**src/rtl/shift_mult_seq.sv**
```systemverilog
// Sequential shift-add multiplier: one multiplier bit per clock, full-width exact product,
// per-operation signed/unsigned mode and optional early termination. State updates on negedge clk.
module shift_mult_seq #(
    parameter int A_WIDTH    = 16,
    parameter int B_WIDTH    = 8,
    parameter int EARLY_EXIT = 0
) (
    input  logic                       clk,
    input  logic                       mult_rst,
    input  logic                       start,
    input  logic                       signed_mode,
    input  logic [A_WIDTH-1:0]         a,
    input  logic [B_WIDTH-1:0]         b,
    output logic                       busy,
    output logic                       done,
    output logic [A_WIDTH+B_WIDTH-1:0] y
);

    localparam int W  = A_WIDTH + B_WIDTH;
    localparam int CW = (B_WIDTH > 1) ? $clog2(B_WIDTH) : 1;
    localparam logic [CW-1:0] CNT_LAST = CW'(B_WIDTH - 1);

    typedef enum logic [1:0] {IDLE, RUN, FIN, DONE} state_t;

    state_t             state_q, state_d;
    logic [W-1:0]       m_q, m_d;
    logic [W-1:0]       acc_q, acc_d;
    logic [W-1:0]       y_q, y_d;
    logic [B_WIDTH-1:0] r_q, r_d;
    logic [CW-1:0]      cnt_q, cnt_d;
    logic               neg_q, neg_d;
    logic               busy_q, busy_d;
    logic               done_q, done_d;

    logic [A_WIDTH-1:0] a_mag;
    logic [B_WIDTH-1:0] b_mag;
    logic [B_WIDTH-1:0] r_shift;

    always_comb begin
        // Magnitudes of the most-negative values still fit unsigned in their own width.
        a_mag   = (signed_mode && a[A_WIDTH-1]) ? (~a + 1'b1) : a;
        b_mag   = (signed_mode && b[B_WIDTH-1]) ? (~b + 1'b1) : b;
        r_shift = r_q >> 1;

        state_d = state_q;
        m_d     = m_q;
        acc_d   = acc_q;
        y_d     = y_q;
        r_d     = r_q;
        cnt_d   = cnt_q;
        neg_d   = neg_q;
        busy_d  = busy_q;
        done_d  = done_q;

        case (state_q)
            IDLE, DONE: begin
                done_d  = 1'b0;
                busy_d  = 1'b0;
                state_d = IDLE;
                if (start) begin
                    m_d     = W'(a_mag);
                    r_d     = b_mag;
                    neg_d   = signed_mode & (a[A_WIDTH-1] ^ b[B_WIDTH-1]);
                    acc_d   = '0;
                    cnt_d   = '0;
                    busy_d  = 1'b1;
                    state_d = (EARLY_EXIT != 0 && b_mag == '0) ? FIN : RUN;
                end
            end
            RUN: begin
                if (r_q[0]) acc_d = acc_q + m_q;
                m_d   = m_q << 1;
                r_d   = r_shift;
                cnt_d = cnt_q + 1'b1;
                if (cnt_q == CNT_LAST || (EARLY_EXIT != 0 && r_shift == '0))
                    state_d = FIN;
            end
            FIN: begin
                y_d     = neg_q ? (~acc_q + 1'b1) : acc_q;
                done_d  = 1'b1;
                busy_d  = 1'b0;
                state_d = DONE;
            end
            default: state_d = IDLE;
        endcase
    end

    always_ff @(negedge clk) begin
        if (mult_rst) begin
            state_q <= IDLE;
            m_q     <= '0;
            acc_q   <= '0;
            y_q     <= '0;
            r_q     <= '0;
            cnt_q   <= '0;
            neg_q   <= 1'b0;
            busy_q  <= 1'b0;
            done_q  <= 1'b0;
        end else begin
            state_q <= state_d;
            m_q     <= m_d;
            acc_q   <= acc_d;
            y_q     <= y_d;
            r_q     <= r_d;
            cnt_q   <= cnt_d;
            neg_q   <= neg_d;
            busy_q  <= busy_d;
            done_q  <= done_d;
        end
    end

    assign busy = busy_q;
    assign done = done_q;
    assign y    = y_q;

endmodule

```
**config.mk**
```make
export PLATFORM = sky130hd
export DESIGN_NAME = shift_mult_seq
export DESIGN_NICKNAME = d
export VERILOG_FILES = /design/src/rtl/shift_mult_seq.sv
export SDC_FILE = /design/constraint.sdc
export NUM_CORES = 1
export LEC_CHECK = 0
export ABC_AREA = 1
export CAP_MARGIN = 5
export CORE_ASPECT_RATIO = 1.75
export CORE_UTILIZATION = 40
export CTS_CLUSTER_SIZE = 16
export DETAILED_ROUTE_END_ITERATION = 16
export GPL_TIMING_DRIVEN = 0
export HOLD_SLACK_MARGIN = 0.15
export PLACE_DENSITY = 0.62
export SLEW_MARGIN = 15
export SYNTH_ARGS = -nofsm -noshare
export SYNTH_HDL_FRONTEND = slang
export SYNTH_SLANG_ARGS = --single-unit
```
**constraint.sdc**
```tcl
create_clock -name clk -period 3.4 [get_ports clk]
set_clock_uncertainty 0.15 [all_clocks]
set_input_delay 0.68 -clock clk [delete_from_list [all_inputs] [get_ports clk]]
set_output_delay 0.68 -clock clk [all_outputs]
set_load 0.05 [all_outputs]
```
==> results of run 1 <==
-- where the power goes --
group          switching, µW  internal, µW  leakage [µW]
Clock                    669           697      0.000603
Combinational           1900          1150       0.00309
Sequential               293          1410      0.000731
Total                   2860          3250       0.00442
-- flip-flops by register name (all words and copies together) (netlist names) --
signal / flops
y: 24
neg_q: 1
busy: 1
r_q: 8
done: 1
cnt_q: 3
state_q: 2
acc_q: 24
m_q: 24
-- synth_stat cells (all sizes together) --
cell type,count
a211oi,2
a21o,1
a21oi,93
a221oi,1
a31oi,3
buf,8
clkbuf,27
dfxtp,88
fa,1
ha,31
inv,154
nand2,288
nand3,78
nand3b,8
nand4,11
nor2,109
nor3,8
o211a,1
o211ai,5
o21a,1
o21ai,78
o21bai,4
o221ai,6
or2,8
xnor2,1
xor2,15
-- kinds of logic (layout without fill, tap and decap cells) --
group	after synthesis	count (layout)	synth area share
adder cells (fa/ha/maj)	32	32	0.0658
buffers and inverters	189	370	0.116
XOR/XNOR	16	16	0.0226
AND/OR/NAND/NOR	510	510	0.341
flip-flops	88	88	0.284
AO/OA/AOI/OAI	195	195	0.170
-- worst max-delay path by stage --
stage,endpoint,depth (start not counted)
after global placement,y[3],6
after CTS,y[4],1
after global routing,m_q[14],9
after floorplan,acc_q[6],10
final,y[2],1
after detailed placement,y[3],6
-- repair_timing --
| action | 4_1_cts | 5_1_grt |
|---|---|---|
| gates resized for setup | 309 | 47 |
| setup endpoints to repair | 114 | 48 |
| cloned | 0 | 1 |
| setup buffers | 20 | 7 |
| pin swaps | 22 | 16 |
-- metrics by stage --
stage	total power, µW	cells	cell area [µm²]	setup TNS [ns]
detailed placement	4540	1266	7000	-82.26
global placement	4520	1266	7000	-81.35
global route	6640	1394	8120	-1.24
floorplan	3710	1030	6240	-2.67
finish	6110	1394	8120	-0.128
CTS	6020	1387	7930	-0.397
-- cells in the final DEF (no fill, tap or decap), types with 3 or more instances in the layout --
master           Yosys  final
clkbuf_1            27     15
clkbuf_4             0      4
buf_8                0     26
nand2_1            287    281
nand3_1             78     73
nor3_1               8      8
inv_1              152    225
a31oi_1              3      3
nand4_1             11     11
nor2_1             108    104
ha_1                31     29
a21oi_1             92     90
inv_4                0      3
or2_2                6      6
clkbuf_2             0      9
xor2_1              15     15
inv_6                0      3
clkbuf_16            0     10
dfxtp_1             88     62
buf_4                1     28
o211ai_1             5      5
o21ai_1              3      5
buf_6                0      6
clkdlybuf4s50_1      0      4
dlygate4sd2_1        0     10
nand3b_1             8      8
nor2_4               1      3
inv_2                2     11
dfxtp_2              0     26
o21bai_1             4      4
o21ai_0             75     72
buf_2                6      5
o221ai_1             6      6
nand3_2              0      5
nand2_2              1      5
-- cell type report --
| class | count | area share |
|---|---|---|
| plain buffers | 34 | 0.0239 |
| repair buffers | 81 | 0.107 |
| clock buffers | 9 | 0.0278 |
| inverters | 153 | 0.0732 |
| multi-input cells | 753 | 0.472 |
| flip-flops and latches | 88 | 0.221 |
| well taps | 183 | 0.0282 |
| clock inverters | 93 | 0.0475 |
-- layer usage --
layer  up-vias  track usage
li1       3665            -
met1      3152        0.233
met2       174        0.468
met3        60       0.0502
met4         0        0.177
met5         -            0
==> out/results.tsv, run 1 <==
stage	metric	value	unit
run_status	status	finished, violations left	
run_status	failing checks	negative setup slack	
synthesis	mapped cell area	6190	µm²
detailed_routing	Top Layer Used	met4	
floorplanning	IO Count	54	
worst_hold_path	Worst Hold Endpoint	r_q[0]	
detailed_routing	WL met2	10700	µm
detailed_routing	DR DRC count	0	
synthesis	post-synthesis sequential area ratio	0.284	
floorplanning	Die Y	167	µm
synthesis	post-synth cell types	34	
global_routing	vias in the first global route	6824	
critical_path	CP startpoint kind	flip-flop	
cts	CTS H-tree lvls	3	
synthesis	Area contributors post-synth	dfxtp_1 (28%), nand2_1 (17%), inv_1 (9.2%)	
critical_path	cell breakdown of the critical path	buf_8	
synthesis	syn_nets	1090	
detailed_routing	met3 WL	512	µm
cts	Sink Count	88	
global_routing	first-pass GRT wire length	30700	µm
place	GPL Wtd Cong	0.946	
place	Setup WS pre-CTS	-1.10	ns
timing	Final Hold Viols	0	
synthesis	Yosys warning count	0	
cts	CTS Root Buffer Type	clkbuf_16	
critical_path	reg-to-reg endpoint	acc_q[22]	
critical_path	CP max stage cell	dfxtp_2	
detailed_routing	Pre-Repair DR Iteration Count	7	
synthesis	Post-Syn Area per Cell	6.01	µm²
power_and_ir_drop	Leakage	0.00442	µW
detailed_routing	DR vias	7051	
detailed_routing	drt wl/cell	14.0	µm
timing	post-route setup slack	-0.0182	ns
layout	FF+latch area	1790	µm²
layout	Layout Nets	1268	
detailed_routing	vias per cell	5.06	
critical_path	crit path DAT	2.59	ns
detailed_routing	WL final	19600	µm
critical_path	Crit. End Element	primary output	
detailed_routing	post-route antenna net violation count	0	
cts	total CTS buffers	9	
synthesis	Gate Count Post-Synth	1030	
floorplanning	CORE AREA	15000	µm²
timing	worst-margin pin slew	0.618	ns
place	IO buf count	53	
timing	Hold Slack	0.314	ns
power_and_ir_drop	VDD IR-drop max	0.285	mV
cts	CTS tree	built	
global_routing	Congestion Overflow GR	0	
synthesis	post-synth top area share	0.284	
timing	count of final setup violators	22	
global_routing	initial antenna violation count	0	
cts	CTS Hold Bufs	0	
global_routing	largest net degree at the start of global routing	14	
job	max cap viols	0	
critical_path	Reg2Reg Depth	11	
timing	RSZ-0062 raised after global routing	true	
synthesis	Synth Register Bits	88	
critical_path	buffers and inverters on the worst path	1	
timing	slew margin rel.	0.588	
layout	fill count	1570	
critical_path	Critical Path Source	y[2]	
detailed_routing	DR iter-0 viols	341	
layout	area grow syn2layout	31.0	%
global_routing	Tot GR Track Use	0.252	
detailed_routing	metal1 wirelength	7190	µm
worst_hold_path	HP Start	r_q[1]	
layout	number of inserted diodes	0	
worst_hold_path	Min-Delay Path Depth	2	
critical_path	critical path type	reg -> out	
power_and_ir_drop	PD cells	753	nW/µm²
layout	area of the multi-input gates	3830	µm²
timing	max-slew violations	0	
floorplanning	Die Width	96.1	µm
synthesis	cell taking the most area after synthesis	dfxtp_1	
cts	clk buf depth	2	
place	Post-DP HPWL	15200	µm
critical_path	R2R setup slack	1.17	ns
critical_path	critical path's top delay family	flip-flops	
critical_path	Worst R2R Start	m_q[0]	
floorplanning	Initial Utilization	0.413	
cts	clock-pin transition on the worst setup and hold timing paths	0.04	ns
critical_path	CP Max Fanout	2	
floorplanning	die footprint	16000	µm²
critical_path	delay of the slowest critical-path stage	0.34	ns
cts	Skew-Pair Late Insertion Delay	0.41	ns
worst_hold_path	Worst Hold Class	reg -> reg	
layout	layout cells sized above 1	0.137	
layout	fin util	0.542	
critical_path	worst path required time	2.57	ns
floorplanning	row count	59	
Note: power is estimated with default switching activity, not from simulation.
==> inputs of run 2 (changes only) <==
--- a/config.mk
+++ b/config.mk
@@ -13,7 +13,7 @@
 export DETAILED_ROUTE_END_ITERATION = 16
 export GPL_TIMING_DRIVEN = 0
 export HOLD_SLACK_MARGIN = 0.15
-export PLACE_DENSITY = 0.62
+export PLACE_DENSITY = 0.61
 export SLEW_MARGIN = 15
 export SYNTH_ARGS = -nofsm -noshare
 export SYNTH_HDL_FRONTEND = slang
==> run 2 against run 1 <==
The run still ends with negative setup slack left. Critical path depth unchanged. Register-to-register slack about the same. Worst setup slack got worse by 0.025 ns. Cell area decreased by 0.94%. Flip-flop and latch count unchanged. Combinational power about the same. Via count decreased by 0.48%. Wire length increased by 0.42%. Power decreased by 1.5%. Count of clock-buffer cells in the layout unchanged. Global-route usage increased by 0.12 points. Sequential share of layout area increased by 0.21 points. Critical path type unchanged. Critical endpoint is now y[10]. Largest power group unchanged. Highest routed layer unchanged.
==> out/results.tsv, run 2 (synthesis gave the netlist of run 1 again) <==
stage	metric	value	unit	change
run_status	status	finished, violations left		
run_status	failing checks	negative setup slack		
detailed_routing	post-route antenna net violation count	0		unchanged
power_and_ir_drop	sequential power share	0.283		+0.005
timing	worst-margin pin slew	0.629	ns	+0.0115 ns
global_routing	largest net degree at the start of global routing	14		unchanged
layout	most common cell after layout, fill and taps aside	nand2_1		
power_and_ir_drop	VDD IR-drop max	0.289	mV	+1.5%
worst_hold_path	Min-Delay Path Depth	2		unchanged
floorplanning	Initial Utilization	0.413		unchanged
cts	CTS Root Buffer Type	clkbuf_16		
cts	clock-pin transition on the worst setup and hold timing paths	0.06	ns	+0.02 ns
floorplanning	Die Width	96.1	µm	unchanged
layout	most frequent cells in the layout	nand2_1 (282), inv_1 (225), nor2_1 (104)		
critical_path	reg-to-reg endpoint	acc_q[21]		
cts	CTS H-tree lvls	3		unchanged
cts	clk buf depth	2		unchanged
timing	Hold Slack	0.318	ns	+0.00412 ns
layout	fin util	0.536		-0.00509
layout	Layout Nets	1263		-0.39%
place	placed cell count	1266		unchanged
floorplanning	row count	59		unchanged
floorplanning	die footprint	16000	µm²	unchanged
critical_path	cell breakdown of the critical path	buf_8		
place	Post-DP HPWL	15300	µm	+0.52%
critical_path	critical path type	reg -> out		
place	GPL Wtd Cong	0.927		-1.9%
floorplanning	Die Y	167	µm	unchanged
detailed_routing	DR DRC count	0		unchanged
detailed_routing	vias per cell	5.05		-0.12%
cts	CTS tree	built		
floorplanning	IO Count	54		unchanged
power_and_ir_drop	NetSw	2870	µW	+0.41%
detailed_routing	Pre-Repair DR Iteration Count	4		-3
critical_path	Reg2Reg Depth	10		-1
global_routing	vias in the first global route	6865		+0.60%
detailed_routing	WL final	19600	µm	+0.42%
critical_path	buffers and inverters on the worst path	1		unchanged
detailed_routing	DR iter-0 viols	270		-21%
layout	area of the multi-input gates	3820	µm²	-0.20%
global_routing	first-pass GRT wire length	31000	µm	+0.76%
power_and_ir_drop	Clk network pwr share	0.218		-0.006
power_and_ir_drop	Int Power	3150	µW	-3.1%
timing	slew margin rel.	0.581		-0.00764
floorplanning	CORE AREA	15000	µm²	unchanged
critical_path	Worst R2R Start	acc_q[7]		
critical_path	R2R setup slack	1.17	ns	about the same
cts	Sink Count	88		unchanged
critical_path	delay of the slowest critical-path stage	0.35	ns	about the same
timing	count of final setup violators	14		-36%
critical_path	CP max stage cell	dfxtp_2		
detailed_routing	metal1 wirelength	7210	µm	+0.24%
power_and_ir_drop	Switching Share	0.477		+0.00894
global_routing	initial antenna violation count	0		unchanged
cts	Skew-Pair Late Insertion Delay	0.41	ns	about the same
layout	number of inserted diodes	0		unchanged
timing	Final Hold Viols	0		unchanged
layout	fill count	1605		+2.2%
critical_path	Crit. End Element	primary output		
job	max cap viols	0		unchanged
timing	post-route setup slack	-0.0435	ns	-0.0254 ns
layout	Post-Layout Cell Count	1389		-0.36%
layout	FF+latch area	1790	µm²	unchanged
cts	CTS Hold Bufs	0		unchanged
critical_path	critical path's top delay family	flip-flops		
layout	layout cells sized above 1	0.129		-0.00772
detailed_routing	DR vias	7017		-0.48%
detailed_routing	Top Layer Used	met4		
place	IO buf count	53		unchanged
critical_path	CP Max Fanout	2		unchanged
global_routing	Tot GR Track Use	0.253		+0.00120
detailed_routing	WL met2	10600	µm	-0.91%
detailed_routing	met3 WL	611	µm	+19%
worst_hold_path	Worst Hold Endpoint	done		
worst_hold_path	Worst Hold Class	reg -> reg		
power_and_ir_drop	combinational power share	0.500		+0.002
timing	max-slew violations	0		unchanged
cts	total CTS buffers	9		unchanged
critical_path	worst path required time	2.57	ns	about the same
critical_path	CP startpoint kind	flip-flop		
power_and_ir_drop	PD cells	749	nW/µm²	-0.54%
layout	area grow syn2layout	29.8	%	
worst_hold_path	HP Start	done		
critical_path	crit path DAT	2.61	ns	+0.02 ns
detailed_routing	drt wl/cell	14.1	µm	+0.78%
global_routing	Congestion Overflow GR	0		unchanged
power_and_ir_drop	Leakage	0.00439	µW	-0.76%
timing	RSZ-0062 raised after global routing	true		
[run 2: cell types whose count changed in the layout (fill, tap and decap cells not counted), moves of 2 or more]
cell           before  now
inv_2              11   13
o21ai_1             5    7
dlygate4sd2_1      10   12
buf_4              28   22
nand3_2             5    3
clkbuf_4            4    2
nand3_1            73   75
o21ai_0            72   70
[run 2: timing repair]
action                                 in CTS  in global routing
setup buffers                              16                  5
cloned                                      0                  1
pin swaps                                  21                 13
setup endpoints to repair                 114                 57
endpoints found under the hold margin       0                  0
gates resized for setup                   316                 39
[run 2: power by group through the flow]
stage	registers, µW	logic (µW)	clock network [µW]
3_5_place_dp	1640	2740	159
3_3_place_gp	1640	2720	159
4_1_cts	1690	2900	1350
2_1_floorplan	1940	1610	159
5_1_grt	1740	3320	1480
6_report	1700	3010	1310
[run 2: worst max-delay path by stage]
stage             start        to  depth (start not counted)
6_report          y[10]     y[10]                          1
5_1_grt           y[10]     y[10]                          1
4_1_cts            y[4]      y[4]                          1
3_5_place_dp   mult_rst      y[4]                          6
3_3_place_gp   mult_rst      y[3]                          6
2_1_floorplan     start  acc_q[6]                         10
[run 2: layout make-up]
| class | instances | area share |
|---|---|---|
| buffer | 35 | 0.0252 |
| clock buffer | 9 | 0.0280 |
| clock inverter | 93 | 0.0448 |
| inverter | 153 | 0.0739 |
| multi-input combinational | 753 | 0.475 |
| sequential | 88 | 0.223 |
| tap | 183 | 0.0285 |
| timing repair buffer | 75 | 0.101 |
[run 2: metal layers]
metal / vias to the layer above / global-route usage
li1: 3652 / -
met1: 3141 / 0.226
met2: 160 / 0.476
met3: 64 / 0.0594
met4: 0 / 0.171
met5: - / 0
[run 2: metrics by stage]
step | setup TNS, ns | setup slack (ns) | instance area, µm² | power [µW]
floorplan | -2.67 | -0.140 | 6240 | 3710
global placement | -81.86 | -1.10 | 7000 | 4520
detailed placement | -82.34 | -1.13 | 7000 | 4540
CTS | -0.230 | -0.0264 | 7890 | 5930
global route | -1.00 | -0.0747 | 8040 | 6540
finish | -0.147 | -0.0435 | 8040 | 6020
